### src/rtl/seg7_scan_pkg.sv
`default_nettype none
// +----------------------------------------------------------------------+
// | seg7_scan_pkg : shared display types and segment constants           |
// | Rev 1.0                                                              |
// +----------------------------------------------------------------------+
package seg7_scan_pkg;

    typedef enum logic [0:0] {
        BLANK = 1'b0,
        DRIVE = 1'b1
    } seg_state_t;

    // All segments dark, active-low {g,f,e,d,c,b,a}
    localparam logic [6:0] SEG_OFF = 7'h7F;

    // Entry n is the active-low glyph for hex digit n
    localparam logic [15:0][6:0] SEG_TABLE = {
        7'b0001110,  // F
        7'b0000110,  // E
        7'b0100001,  // D
        7'b1000110,  // C
        7'b0000011,  // B
        7'b0001000,  // A
        7'b0010000,  // 9
        7'b0000000,  // 8
        7'b1111000,  // 7
        7'b0000010,  // 6
        7'b0010010,  // 5
        7'b0011001,  // 4
        7'b0110000,  // 3
        7'b0100100,  // 2
        7'b1111001,  // 1
        7'b1000000   // 0
    };

endpackage : seg7_scan_pkg
`default_nettype wire

### src/rtl/seg7_scan_if.sv
`default_nettype none
// +----------------------------------------------------------------------+
// | seg7_scan_if : display data inputs and anode/segment outputs         |
// | Rev 1.0                                                              |
// +----------------------------------------------------------------------+
interface seg7_scan_if #(
    parameter int DIGITS = 8
);
    import seg7_scan_pkg::*;

    logic [4*DIGITS-1:0] data;
    logic [DIGITS-1:0]   dot;
    logic [DIGITS-1:0]   digit_en;
    logic                lz_blank;
    logic [DIGITS-1:0]   an;
    logic [6:0]          a2g;
    logic                dp;
    logic                frame_start;

    modport master (
        output data, dot, digit_en, lz_blank,
        input  an, a2g, dp, frame_start
    );

    modport slave (
        input  data, dot, digit_en, lz_blank,
        output an, a2g, dp, frame_start
    );

endinterface : seg7_scan_if
`default_nettype wire

### src/rtl/seg7_scan_dec.sv
`default_nettype none
// +----------------------------------------------------------------------+
// | seg7_scan_dec : hex nibble to active-low seven-segment glyph         |
// | Rev 1.0                                                              |
// +----------------------------------------------------------------------+
module seg7_scan_dec
    import seg7_scan_pkg::*;
(
    input  wire logic [3:0] nibble,
    output logic      [6:0] seg
);

    always_comb begin
        seg = SEG_TABLE[nibble];
    end

endmodule : seg7_scan_dec
`default_nettype wire

### src/rtl/seg7_scan.sv
`default_nettype none
// +----------------------------------------------------------------------+
// | seg7_scan : timed multi-digit seven-segment scanner with dead time,  |
// |             per-frame snapshot, leading-zero blanking and enables    |
// | Rev 1.0                                                              |
// +----------------------------------------------------------------------+
module seg7_scan
    import seg7_scan_pkg::*;
#(
    parameter int DIGITS       = 8,
    parameter int REFRESH_DIV  = 32768,
    parameter int BLANK_CYCLES = 1024
) (
    input  wire logic  clk,
    input  wire logic  reset,
    seg7_scan_if.slave bus
);

    localparam int CNT_W = (REFRESH_DIV > 1) ? $clog2(REFRESH_DIV) : 1;
    localparam int IDX_W = (DIGITS > 1) ? $clog2(DIGITS) : 1;

    localparam logic [CNT_W-1:0] C_BLANK_LAST = CNT_W'(BLANK_CYCLES - 1);
    localparam logic [CNT_W-1:0] C_SLOT_LAST  = CNT_W'(REFRESH_DIV - 1);
    localparam logic [IDX_W-1:0] C_IDX_LAST   = IDX_W'(DIGITS - 1);

    seg_state_t         r_state, w_state_next;
    logic [CNT_W-1:0]   r_cnt,   w_cnt_next;
    logic [IDX_W-1:0]   r_idx,   w_idx_next;

    logic [4*DIGITS-1:0] r_sh_data;
    logic [DIGITS-1:0]   r_sh_dot;
    logic [DIGITS-1:0]   r_sh_en;
    logic                r_sh_lz;

    logic [DIGITS-1:0]   r_an;
    logic [6:0]          r_a2g;
    logic                r_dp;
    logic                r_frame_start;

    logic                w_frame_edge;
    logic [IDX_W-1:0]    w_msd;
    logic [3:0]          w_nibble;
    logic [6:0]          w_seg;
    logic                w_visible;

    // ---------------- slot state machine ----------------
    always_ff @(posedge clk) begin
        if (reset) begin
            r_state <= BLANK;
            r_cnt   <= '0;
            r_idx   <= '0;
        end else begin
            r_state <= w_state_next;
            r_cnt   <= w_cnt_next;
            r_idx   <= w_idx_next;
        end
    end

    always_comb begin
        w_state_next = r_state;
        w_cnt_next   = r_cnt + 1'b1;
        w_idx_next   = r_idx;
        unique case (r_state)
            BLANK: begin
                if (r_cnt == C_BLANK_LAST) begin
                    w_state_next = DRIVE;
                end
            end
            DRIVE: begin
                if (r_cnt == C_SLOT_LAST) begin
                    w_state_next = BLANK;
                    w_cnt_next   = '0;
                    w_idx_next   = (r_idx == C_IDX_LAST) ? '0 : r_idx + 1'b1;
                end
            end
            default: begin
                w_state_next = BLANK;
                w_cnt_next   = '0;
                w_idx_next   = '0;
            end
        endcase
    end

    assign w_frame_edge = (r_state == BLANK) && (r_idx == '0) && (r_cnt == '0);

    // ---------------- frame snapshot ----------------
    // Inputs are sampled only at the frame boundary so a frame never tears.
    always_ff @(posedge clk) begin
        if (reset) begin
            r_sh_data <= '0;
            r_sh_dot  <= '0;
            r_sh_en   <= '0;
            r_sh_lz   <= 1'b0;
        end else if (w_frame_edge) begin
            r_sh_data <= bus.data;
            r_sh_dot  <= bus.dot;
            r_sh_en   <= bus.digit_en;
            r_sh_lz   <= bus.lz_blank;
        end
    end

    // Highest nonzero nibble wins; all-zero data leaves msd at 0.
    always_comb begin
        w_msd = '0;
        for (int i = 0; i < DIGITS; i++) begin
            if (r_sh_data[4*i +: 4] != 4'h0) begin
                w_msd = IDX_W'(i);
            end
        end
    end

    assign w_nibble  = r_sh_data[{r_idx, 2'b00} +: 4];
    assign w_visible = r_sh_en[r_idx] &&
                       !(r_sh_lz && (r_idx != '0) && (r_idx > w_msd));

    seg7_scan_dec u_dec (
        .nibble (w_nibble),
        .seg    (w_seg)
    );

    // ---------------- registered outputs ----------------
    always_ff @(posedge clk) begin
        if (reset) begin
            r_an          <= '1;
            r_a2g         <= SEG_OFF;
            r_dp          <= 1'b1;
            r_frame_start <= 1'b0;
        end else begin
            r_frame_start <= w_frame_edge;
            if ((r_state == DRIVE) && w_visible) begin
                r_an  <= ~(DIGITS'(1) << r_idx);
                r_a2g <= w_seg;
                r_dp  <= ~r_sh_dot[r_idx];
            end else begin
                r_an  <= '1;
                r_a2g <= SEG_OFF;
                r_dp  <= 1'b1;
            end
        end
    end

    assign bus.an          = r_an;
    assign bus.a2g         = r_a2g;
    assign bus.dp          = r_dp;
    assign bus.frame_start = r_frame_start;

endmodule : seg7_scan
`default_nettype wire
### src/flat_wrapper.sv
// flat-port wrapper written by rule: the top's interface ports become plain ports
module seg7_scan_flat import seg7_scan_pkg::*;
#(
    parameter int DIGITS       = 8,
    parameter int REFRESH_DIV  = 32768,
    parameter int BLANK_CYCLES = 1024
)
  (clk, reset, bus_data, bus_dot, bus_digit_en, bus_lz_blank, bus_an, bus_a2g, bus_dp, bus_frame_start);
  seg7_scan_if #(.DIGITS(DIGITS)) bus_i ();
  input  wire logic clk;
  input  wire logic reset;
  input wire logic [$bits(bus_i.data)-1:0] bus_data;
  input wire logic [$bits(bus_i.dot)-1:0] bus_dot;
  input wire logic [$bits(bus_i.digit_en)-1:0] bus_digit_en;
  input wire logic [$bits(bus_i.lz_blank)-1:0] bus_lz_blank;
  output wire logic [$bits(bus_i.an)-1:0] bus_an;
  output wire logic [$bits(bus_i.a2g)-1:0] bus_a2g;
  output wire logic [$bits(bus_i.dp)-1:0] bus_dp;
  output wire logic [$bits(bus_i.frame_start)-1:0] bus_frame_start;
  assign bus_i.data = bus_data;
  assign bus_i.dot = bus_dot;
  assign bus_i.digit_en = bus_digit_en;
  assign bus_i.lz_blank = bus_lz_blank;
  assign bus_an = bus_i.an;
  assign bus_a2g = bus_i.a2g;
  assign bus_dp = bus_i.dp;
  assign bus_frame_start = bus_i.frame_start;
  seg7_scan #(.DIGITS(DIGITS), .REFRESH_DIV(REFRESH_DIV), .BLANK_CYCLES(BLANK_CYCLES)) u_core (.clk(clk), .reset(reset), .bus(bus_i));
endmodule
### config.mk
export PLATFORM = sky130hd
export DESIGN_NAME = seg7_scan_flat
export DESIGN_NICKNAME = d
export VERILOG_FILES = /design/src/rtl/seg7_scan_pkg.sv /design/src/rtl/seg7_scan_if.sv /design/src/rtl/seg7_scan_dec.sv /design/src/rtl/seg7_scan.sv /design/src/flat_wrapper.sv
export SDC_FILE = /design/constraint.sdc
export NUM_CORES = 1
export LEC_CHECK = 0
export ABC_CLOCK_PERIOD_IN_PS = 3050
export BUFFER_PORTS_ARGS = -buffer_cell sky130_fd_sc_hd__buf_2
export CAP_MARGIN = 20
export CORE_MARGIN = 4
export CORE_UTILIZATION = 56
export DETAILED_ROUTE_END_ITERATION = 6
export GPL_ROUTABILITY_DRIVEN = 0
export GPL_TIMING_DRIVEN = 0
export PLACE_DENSITY_LB_ADDON = 0.2
export SLEW_MARGIN = 5
export SYNTH_ARGS = -nofsm -noshare
export SYNTH_HDL_FRONTEND = slang
export SYNTH_SLANG_ARGS = --single-unit
### constraint.sdc
create_clock -name clk -period 3.05 [get_ports clk]
set_clock_uncertainty 0.1 [all_clocks]
set_input_delay 0.7625 -clock clk [delete_from_list [all_inputs] [get_ports clk]]
set_output_delay 0.7625 -clock clk [all_outputs]
set_load 0.05 [all_outputs]
-- Word-level counts from Yosys, hierarchy flattened
Memories as Yosys holds them, arrays and structs flattened. A register that Yosys moved wholly into a read port is not among the register bits.
Cells that the tools add are included.
- ROM bits: 112
- logic and storage cells: 60
- bits in registers: 78
- memories: 1
- memories (memory ; words ; width ; rd ports ; clocked after Yosys merged registers in ; wr ports ; line ; RTL):
    (no name shown) ; 16 ; 7 ; 1 ; 1 ; 0 ; seg7_scan_dec.sv:14 ; seg = SEG_TABLE[nibble];
- bitwise logic cells: 4
- magnitude comparators: 2
- $add $sub $neg: 2
- equality and inequality tests: 3
- reductions and logical operators: 19
- muxes and demuxes: 17
- shift operators: 2
- operators by type and width (operator ; number):
    variable part select 32 x 6 -> 4 bit ; 1
    two-way mux 15 bit ; 2
    nonzero test 4 bit ; 7
    adder 15 x 1 -> 15 bit, second input constant ; 1
    equality test 15 x 10 -> 1 bit, second input constant ; 1
    equality test 15 bit, second input constant ; 1
    zero test 15 bit ; 1
    two-way mux 3 bit ; 5
    inverter 8 bit ; 1
    left shift 1 x 3 -> 8 bit, first input constant ; 1
    binary-select mux 1 bit (select 3 bit) ; 2
    logical AND 1 bit ; 6
    two-way mux 1 bit ; 5
    less-than comparator 3 x 4 -> 1 bit, second input constant ; 1
    two-way mux 2 bit ; 2
    adder 3 x 1 -> 3 bit, second input constant ; 1
    equality test 3 bit, second input constant ; 1
    greater-than comparator 3 bit ; 1
    zero test 3 bit ; 1
    inverter 1 bit ; 3
    nonzero test 3 bit ; 1
    case mux 1 bit (2 select lines) ; 1
    AND reduction 2 bit ; 1
    OR reduction 2 bit ; 1
    zero test 1 bit ; 1

-- Longest topological paths before layout
Gate-level depths: netlist of run 1.
- depth in word-level cells: 15
- mapped depth: 12
- mapped depth without buffers: 11

-- Modules after synthesis
A second synthesis of run 1 with hierarchy kept.
- cells, all modules: 460
- area total of the unflattened synthesis: 4077.7 um^2
- modules (own cells, without submodules) (module ; area an instance (um^2) ; cells an instance ; instances ; sequential area each (um^2)):
    seg7_scan ; 3802.4 ; 428 ; 1 ; 1701.6
    seg7_scan_dec ; 275.3 ; 32 ; 1 ; 0.0

-- Least setup slack after synthesis of run 1
Ideal clock, no wire load.
- path type: register -> register
- start point: reg u_core.r_sh_data[20]
- end point: reg u_core.r_a2g[1] (netlist: u_core.bus.a2g[1])
- cell stages (with the launch flop): 11
- data arrival time: 2498 ps
- clock period less this slack: 2720 ps
- slack: 330 ps
- library setup time: 122 ps
- path buffers: 0
- cell sequence: dfxtp_1 or4_1 nand2b_1 a21oi_1 nor2_1 ha_1 nor2b_1 o21ai_0 a21oi_1 or4b_4 a221o_1
- cells in the longest elaborated chain, start to end: 11
- elaborated cells on any way between the ends: 12
- those cells by class: 1 x order compare; 1 x shift; 3 x mux; 1 x bitwise; 6 x reduce/logical
- ends and longest elaborated chain (element ; line ; RTL):
    start: declaration ; seg7_scan.sv:30 ; logic [4*DIGITS-1:0] r_sh_data;
    start signal: assignment ; seg7_scan.sv:95 ; r_sh_data <= bus.data;
    nonzero test 4 bit ; seg7_scan.sv:106 ; if (r_sh_data[4*i +: 4] != 4'h0) begin
    two-way mux 3 bit (3 in series) ; seg7_scan.sv:106 ;
    greater-than comparator 3 bit ; seg7_scan.sv:114 ; !(r_sh_lz && (r_idx != '0) && (r_idx > w_msd));
    logical AND 1 bit ; seg7_scan.sv:114 ;
    zero test 1 bit ; seg7_scan.sv:114 ;
    logical AND 1 bit ; seg7_scan.sv:113 ; assign w_visible = r_sh_en[r_idx] &&
    logical AND 1 bit ; seg7_scan.sv:130 ; if ((r_state == DRIVE) && w_visible) begin
    inverter 1 bit (no line) ; - ;
    OR reduction 2 bit (no line) ; - ;
    end: declaration ; seg7_scan.sv:36 ; logic [6:0] r_a2g;
Parallel ways exist; a longest one is shown, timed or not.
A chain may end at the register's enable or synchronous reset.

-- Worst setup path in the final report of run 1
- start point: reg u_core.r_sh_data[8]
- end point: reg u_core.r_a2g[1] (netlist: u_core.bus.a2g[1])
- cells in the longest elaborated chain, start to end: 14
- elaborated cells on any way between the ends: 15
- those cells by class: 1 x order compare; 1 x shift; 6 x mux; 1 x bitwise; 6 x reduce/logical
- ends and longest elaborated chain (element ; line):
    nonzero test 4 bit ; seg7_scan.sv:106
    two-way mux 2 bit (2 in series) ; seg7_scan.sv:106
    two-way mux 3 bit (4 in series) ; seg7_scan.sv:106
    greater-than comparator 3 bit ; seg7_scan.sv:114
    logical AND 1 bit ; seg7_scan.sv:114
    zero test 1 bit ; seg7_scan.sv:114
    logical AND 1 bit ; seg7_scan.sv:113
    logical AND 1 bit ; seg7_scan.sv:130
    inverter 1 bit (no line) ; -
    OR reduction 2 bit (no line) ; -
Parallel ways exist; a longest one is shown, timed or not.

==> results.py, run 1 <==
metrics = {
    "finish": {
        "finalNetCount": 586,
        "drive_gt1_share_pct": 27.4,
        "antennaDiodeCount": 0,
        "final_area_sq_um": 4670,
        "area_delta_synth_final_pct": 17.9,
    },
    "route": {
        "post-route-drc-count": 0,
        "via_per_inst": 5.29,
        "wl_per_cell_um": 13.7,
        "wl_met2_mm": 3.82,
        "wl_met1_mm": 3.99,
        "wl_met3_um": 429,
        "drt-initial-drc-count": 131,
        "totalWireLength_mm": 8.42,
        "top_layer_used": "met4",
        "dr.pass1.iters": 4,
        "drt.antenna.violating_nets": 0,
        "vias": 3267,
    },
    "cts": {
        "cts.sinks": 85,
        "clkTransAtPathRegs_ps": 80,
        "post_cts_buffers": 0,
        "cts_tree": "yes",
        "htreeDepth": 3,
        "cts_buffer_depth": 2,
        "insertion_delay_ps": 360,
        "cts-root-buf": "clkbuf_8",
        "cts-buffers-inserted": 9,
    },
    "timing": {
        "max_freq_mhz": 346,
        "setup_tns_ps": 0,
        "worstMarginPinSlew_ps": 610,
        "hold_slack_ps": 352,
        "finalSetupViolCount": 0,
        "slew_headroom_pct": 59.4,
        "rsz0062_at_grt": "no",
        "period_minus_slack_ps": 2890,
        "fin_crit_sh_pct": 94.7,
        "finalHoldViolCount": 0,
        "slew_violations": 0,
    },
    "critical_path": {
        "cp_num_buf_inv": 0,
        "crit_arrival_ps": 3020,
        "slowest_stage": "nor4_1",
        "path_class": "register to register",
        "critPathMaxStageDelay_ps": 550,
        "worstPathRequired_ps": 3180,
        "cp-end-kind": "register",
        "start_kind": "register",
        "critPathMaxFanout": 5,
        "path_delay_family": "simple AND/OR/NAND/NOR gates",
        "crit_chain": "nor4_1 -> o41ai_1 -> a21boi_0 -> o21ai_0 -> nand2_1 -> ha_1 -> nor2b_1 -> o21ai_1 -> a21oi_1 -> or4b_4 -> a221o_1",
    },
    "yosys": {
        "ys.warnings.count": 0,
        "ys_ff_latch": 85,
        "avgSynthCellArea_sq_um": 8.99,
        "synth_edf_count": 0,
        "syn_nets": 508,
        "synth_cell_type_count": 49,
        "ys.flop_type": "dfxtp_1",
        "synthCells": 440,
        "ys_seq_area_share_pct": 43.0,
        "synth_area_sq_um": 3960,
        "synth-async-reset-ratio_pct": 0,
    },
    "global_route": {
        "grt_remaining_overflow": 0,
        "antenna_found_initial": 0,
        "grt_pass1_wl_mm": 14.2,
        "grt_max_degree": 14,
        "first_global_vias": 3039,
        "grt_use_total_pct": 20.9,
    },
    "outcome": {
        "outcome": "completed",
    },
    "floorplanning": {
        "ios": 68,
        "chipWidth_um": 92.1,
        "die_height_um": 92.1,
        "start_util_pct": 57.9,
        "die_area_sq_um": 8480,
        "coreArea_sq_um": 6830,
        "num_rows": 30,
    },
    "job": {
        "maxCapViolations": 0,
    },
    "pwr": {
        "powerDensity_nw_per_um2": 544,
        "total_power_mw": 2.54,
        "leakagePower_nw": 1.90,
        "irDropWorstVdd_uv": 319,
    },
    "placement": {
        "port_buffers": 67,
        "dpl.hpwl_mm": 6.37,
        "post_dp_cell_area_sq_um": 4410,
    },
    "min_path": {
        "hold_path_class": "register to register",
    },
}
[Yosys cell counts (3+ instances only)]
library cell,number,area (sq um)
o21ai_0,5,25.0
nor3_1,4,20.0
nand3_1,15,75.1
inv_1,12,45.0
nor4_1,6,37.5
nand2b_1,4,25.0
nor2_1,24,90.1
xor2_1,10,87.6
a221o_1,5,50.1
clkbuf_1,11,41.3
ha_1,17,213
mux2i_1,8,80.1
mux4_2,10,225
buf_2,5,25.0
dfxtp_1,85,1700
xnor2_1,3,26.3
a21oi_1,46,230
buf_4,4,30.0
nand4_1,6,37.5
a21oi_2,10,87.6
nand2_1,104,390
nand2_2,11,68.8
[state kept, by name, summed over array words and instances (netlist names)]
signal,cells
u_core.bus.frame_start,1
u_core.r_sh_dot,8
u_core.bus.dp,1
u_core.r_sh_data,32
u_core.r_state,1
u_core.bus.an,8
u_core.r_cnt,15
u_core.r_sh_en,8
u_core.r_sh_lz,1
u_core.bus.a2g,7
u_core.r_idx,3
[tightest hold or removal path, cell delays in order, from the launching register on]
cell and delay, ps:
dfxtp_1 310, nand2_1 50, a21oi_1 50
[timing repair]
action	4_1_cts	5_1_grt
endpoints found under the setup margin	2	16
resized for setup	2	7
hold buffers	0	0
[path summary, 6_finish.rpt]
| check | startpoint | end | slack (ps) | cells past startpoint |
|---|---|---|---|---|
| max | u_core.r_sh_data[8]$_SDFFE_PP0P_ | u_core.bus.a2g[1]$_SDFF_PP1_ | 160 | 11 |
| min | u_core.r_sh_data[2]$_SDFFE_PP0P_ | u_core.r_sh_data[2]$_SDFFE_PP0P_ | 350 | 2 |
| max reg2reg | u_core.r_sh_data[8]$_SDFFE_PP0P_ | u_core.bus.a2g[1]$_SDFF_PP1_ | 160 | 11 |
| min reg2reg | u_core.r_sh_data[2]$_SDFFE_PP0P_ | u_core.r_sh_data[2]$_SDFFE_PP0P_ | 350 | 2 |
[power by group]
part	switching [mW]	leakage (nW)	internal, mW
clock network	0.379	0.112	0.537
logic	0.227	1.09	0.176
registers	0.0465	0.695	1.17
total	0.652	1.90	1.89
[cells by family after synthesis]
kind of cell | share of synthesized area [%]
and+or+nand+nor | 22.5
DFF | 43.0
AOI/OAI and AO/OA | 11.9
buffers and inverters | 5.12
muxes | 9.23
adders and majority gates | 5.37
xor gates and xnor gates | 2.88
[layer usage]
metal	track usage [%]	vias up
met5	0	-
met4	8.79	0
met3	4.84	16
met2	31.5	83
met1	28.8	1508
li1	-	1660
[final cells by class]
cell class / count / area, sq um
sequential: 85 / 1700
fill: 589 / 2160
tap: 96 / 120
inverter: 13 / 48.8
buffer: 24 / 156
multi-input combinational: 318 / 2080
clock inverter: 4 / 98.8
timing repair buffer: 67 / 335
clock buffer: 10 / 128
[per-stage QoR]
step,setup WS [ps],utilization (%),std cells
after detailed placement,-64.2,64.6,603
final,162,68.3,617
after floorplan,330,-,440
after CTS,41.0,68.0,617
after global placement,-29.6,64.6,603
after global routing,35.6,68.3,617
[placed cells by master (no fill, tap or decap), types with 3 or more instances in the layout]
cell / synthesis / layout
nor2_1: 24 / 24
nand2_2: 11 / 11
a21oi_1: 46 / 45
xor2_1: 10 / 10
nor4_1: 6 / 5
nor3_1: 4 / 4
nand4_1: 6 / 6
xnor2_1: 3 / 3
clkbuf_8: 0 / 9
nand3_1: 15 / 15
buf_2: 5 / 72
a221o_1: 5 / 5
nand2b_1: 4 / 3
ha_1: 17 / 17
inv_1: 12 / 12
mux4_2: 10 / 10
buf_4: 4 / 4
o21ai_0: 5 / 4
a21oi_2: 10 / 11
clkbuf_1: 11 / 10
dfxtp_1: 85 / 85
mux2i_1: 8 / 6
nand2_1: 104 / 104
bufinv_16: 0 / 3
Power figures use the tool's default switching activity.
==> inputs of run 2 (changes only) <==
--- a/config.mk
+++ b/config.mk
@@ -17,4 +17,5 @@
 export SLEW_MARGIN = 5
 export SYNTH_ARGS = -nofsm -noshare
 export SYNTH_HDL_FRONTEND = slang
+export SYNTH_HIERARCHICAL = 1
 export SYNTH_SLANG_ARGS = --single-unit
==> run 2 against run 1 <==
Compared with the run above: register-to-register slack gained 20 ps; first-iteration DRC count up 47%; final cell count grew 3.6%; core utilization is 0.59 points higher; sequential share of layout area shrank 0.90 points; fmax is 0.58% higher; total power is 1.5% lower; non-clock buffer count is 15 higher; die area up 2.8%; final area rose by 2.5%; area after synthesis increased by 3.0%; wire length grew 17%; largest power group unchanged.
==> results.py, run 2 <==
metrics = {
    "critical_path": {
        "critPathMaxStageDelay_ps": 560,
        "path_class": "register to register",
        "crit_start": "u_core/r_sh_data[20]$_SDFFE_PP0P_",
        "cpMostUsedCell": "nand3_1",
        "slowest_stage": "or4_1",
        "crit_arrival_ps": 2990,
        "start_kind": "register",
        "reg2reg_from": "u_core/r_sh_data[20]$_SDFFE_PP0P_",
        "cp_num_buf_inv": 1,
        "cp-end-kind": "register",
        "worst_r2r_path_depth": 10,
        "worstPathRequired_ps": 3170,
        "critPathMaxFanout": 10,
        "crit_chain": "or4_1 -> nand2b_1 -> a21oi_1 -> nor2_1 -> ha_1 -> nand3_1 -> and3_1 -> a221oi_4 -> clkbuf_4 -> nand3_1",
        "path_delay_family": "simple AND/OR/NAND/NOR gates",
        "reg2reg_to": "u_core/bus.an[0]$_SDFF_PP1_",
        "regToRegSetupSlack_ps": 180,
        "cp.depth": 10,
        "endpoint": "u_core/bus.an[0]$_SDFF_PP1_",
    },
    "global_route": {
        "first_global_vias": 3485,
        "antenna_found_initial": 0,
        "use_met2_pct": 39.9,
        "grt_max_degree": 16,
        "gr-max-usage-layer": "met2",
        "gr-usage-met3_pct": 3.54,
        "grtUsageMet1_pct": 31.1,
        "grt_use_total_pct": 23.8,
        "grt_remaining_overflow": 0,
        "grt_pass1_wl_mm": 16.6,
    },
    "finish": {
        "reg_top3": "u_core/r_sh_data x32, u_core/r_cnt x15",
        "largest_reg_flops": 32,
        "final_common_cell": "dfxtp_1",
        "largest-register": "u_core/r_sh_data",
        "drive_gt1_share_pct": 22.3,
        "fillers": 561,
        "final-seq-area_sq_um": 1700,
        "final_cells": 639,
        "antennaDiodeCount": 0,
        "area_delta_synth_final_pct": 17.3,
        "finalNetCount": 607,
        "final_cell_mix": "85 x dfxtp_1, 78 x buf_2, 59 x nand3_1, 54 x a21oi_1, 53 x o21ai_0",
        "multi_input_area_sq_um": 2160,
    },
    "floorplanning": {
        "chipWidth_um": 93.3,
        "die_area_sq_um": 8710,
        "die_height_um": 93.3,
        "num_rows": 30,
        "ios": 68,
        "start_util_pct": 58.7,
        "coreArea_sq_um": 6940,
    },
    "timing": {
        "period_minus_slack_ps": 2870,
        "slew_violations": 0,
        "worstMarginPinSlew_ps": 533,
        "finalHoldViolCount": 0,
        "setup_tns_ps": 0,
        "hold_slack_ps": 376,
        "slew_headroom_pct": 64.2,
        "rsz0062_at_grt": "no",
        "max_freq_mhz": 348,
        "finalSetupViolCount": 0,
        "fin_crit_sh_pct": 94.1,
    },
    "yosys": {
        "synthMuxAreaShare_pct": 8.53,
        "synth-async-reset-ratio_pct": 0,
        "ys.warnings.count": 6,
        "synthCells": 460,
        "synth-simple-area-share_pct": 20.1,
        "synth_area_sq_um": 4080,
        "synth_compound_area_share_pct": 15.8,
        "syn_nets": 529,
        "synth_top_family_by_area": "simple AND/OR/NAND/NOR gates",
        "yosys.area.top_type": "dfxtp_1",
        "ys_top_cells_by_area": "dfxtp_1 42%, nand3_1 7.2%, a21oi_1 6.6%",
        "yosys-top-cells-count": "85 x dfxtp_1, 59 x nand3_1, 54 x a21oi_1",
        "synth_most_common_cell": "dfxtp_1",
        "ys_ff_latch": 85,
        "ys_seq_area_share_pct": 41.7,
        "avgSynthCellArea_sq_um": 8.86,
        "synth_cell_type_count": 42,
        "synth_xor_area_share_pct": 2.79,
        "ys.flop_type": "dfxtp_1",
        "synth_edf_count": 0,
        "synth_fa_ha_area_share_pct": 5.52,
        "synth_top_area_share_pct": 41.7,
    },
    "cts": {
        "cts_buffer_depth": 2,
        "cts-buffers-inserted": 9,
        "insertion_delay_ps": 360,
        "post_cts_buffers": 0,
        "cts.repair.resized": 0,
        "htreeDepth": 3,
        "cts_tree": "yes",
        "cts.sinks": 85,
        "cts_hold_buf": 0,
        "cts-root-buf": "clkbuf_8",
        "clkTransAtPathRegs_ps": 90,
    },
    "placement": {
        "port_buffers": 67,
        "dpl.hpwl_mm": 7.46,
        "dp.cells": 623,
    },
    "pwr": {
        "irDropWorstVdd_uv": 262,
        "powerDensity_nw_per_um2": 522,
        "leakagePower_nw": 1.88,
    },
    "outcome": {
        "outcome": "completed",
    },
    "route": {
        "wl_per_cell_um": 15.4,
        "drt-initial-drc-count": 193,
        "drt.antenna.violating_nets": 0,
        "post-route-drc-count": 0,
        "totalWireLength_mm": 9.85,
        "via_per_inst": 5.84,
        "dr.pass1.iters": 5,
        "vias": 3729,
    },
    "min_path": {
        "hold_path_class": "register to register",
    },
    "job": {
        "maxCapViolations": 0,
    },
}
[run 2: cell types whose count changed in the layout (fill, tap and decap cells not counted), sizes merged, moves of 6 or more]
| cell | change |
|---|---|
| clkbuf | +11 |
| nand2 | -84 |
| nand2b | +6 |
| nand3 | +45 |
| o21ai | +52 |
[run 2: area by class of cell]
cell class / instances / share of cell area, %
multi-input combinational: 327 / 45.2
clock inverter: 6 / 1.94
inverter: 9 / 0.706
clock buffer: 10 / 2.88
timing repair buffer: 67 / 7.01
sequential: 85 / 35.6
tap: 96 / 2.51
buffer: 39 / 4.24
[run 2: worst min-delay path, stage by stage, from the launching register on]
cell	delay, ps
dfxtp_1	310
o21ai_0	60
a21oi_1	60
[run 2: cells by family after synthesis]
family          count (synthesis)
simple gates                  158
compound gates                120
flops                          85
buf+inv                        48
mux                            18
fa+ha+maj                      18
xor+xnor                       13
[run 2: per-layer routing]
metal | part of all wire [%] | up-vias
met2 | 50 | 120
met5 | 0 | -
li1 | - | 1800
met4 | 1.5 | 0
met3 | 5.5 | 15
met1 | 43 | 1794
[run 2: worst min path at each step]
stage                                            to  cells past startpoint                            start
global placement    u_core/r_sh_dot[2]$_SDFFE_PP0P_                      2  u_core/r_sh_dot[2]$_SDFFE_PP0P_
floorplan                u_core/r_cnt[0]$_SDFF_PP0_                      1       u_core/r_cnt[0]$_SDFF_PP0_
global route            u_core/r_sh_lz$_SDFFE_PP0P_                      2      u_core/r_sh_lz$_SDFFE_PP0P_
CTS                 u_core/r_sh_dot[4]$_SDFFE_PP0P_                      2  u_core/r_sh_dot[4]$_SDFFE_PP0P_
finish              u_core/r_sh_dot[6]$_SDFFE_PP0P_                      2  u_core/r_sh_dot[6]$_SDFFE_PP0P_
detailed placement       u_core/r_cnt[0]$_SDFF_PP0_                      1       u_core/r_cnt[0]$_SDFF_PP0_
[run 2: power breakdown]
group	internal (mW)	switching [mW]
Combinational	0.170	0.207
Sequential	1.17	0.0456
Clock	0.489	0.414
[run 2: through the flow]
stage | util, % | instance area [sq um] | setup WS (ps) | power, mW
after floorplan | - | 4080 | 418 | 1.50
after global placement | 65.3 | 4530 | 160 | 1.60
after detailed placement | 65.3 | 4530 | 79.7 | 1.62
after CTS | 68.6 | 4760 | 50.9 | 2.51
after global routing | 68.9 | 4780 | 19.4 | 2.62
final | 68.9 | 4780 | 179 | 2.50
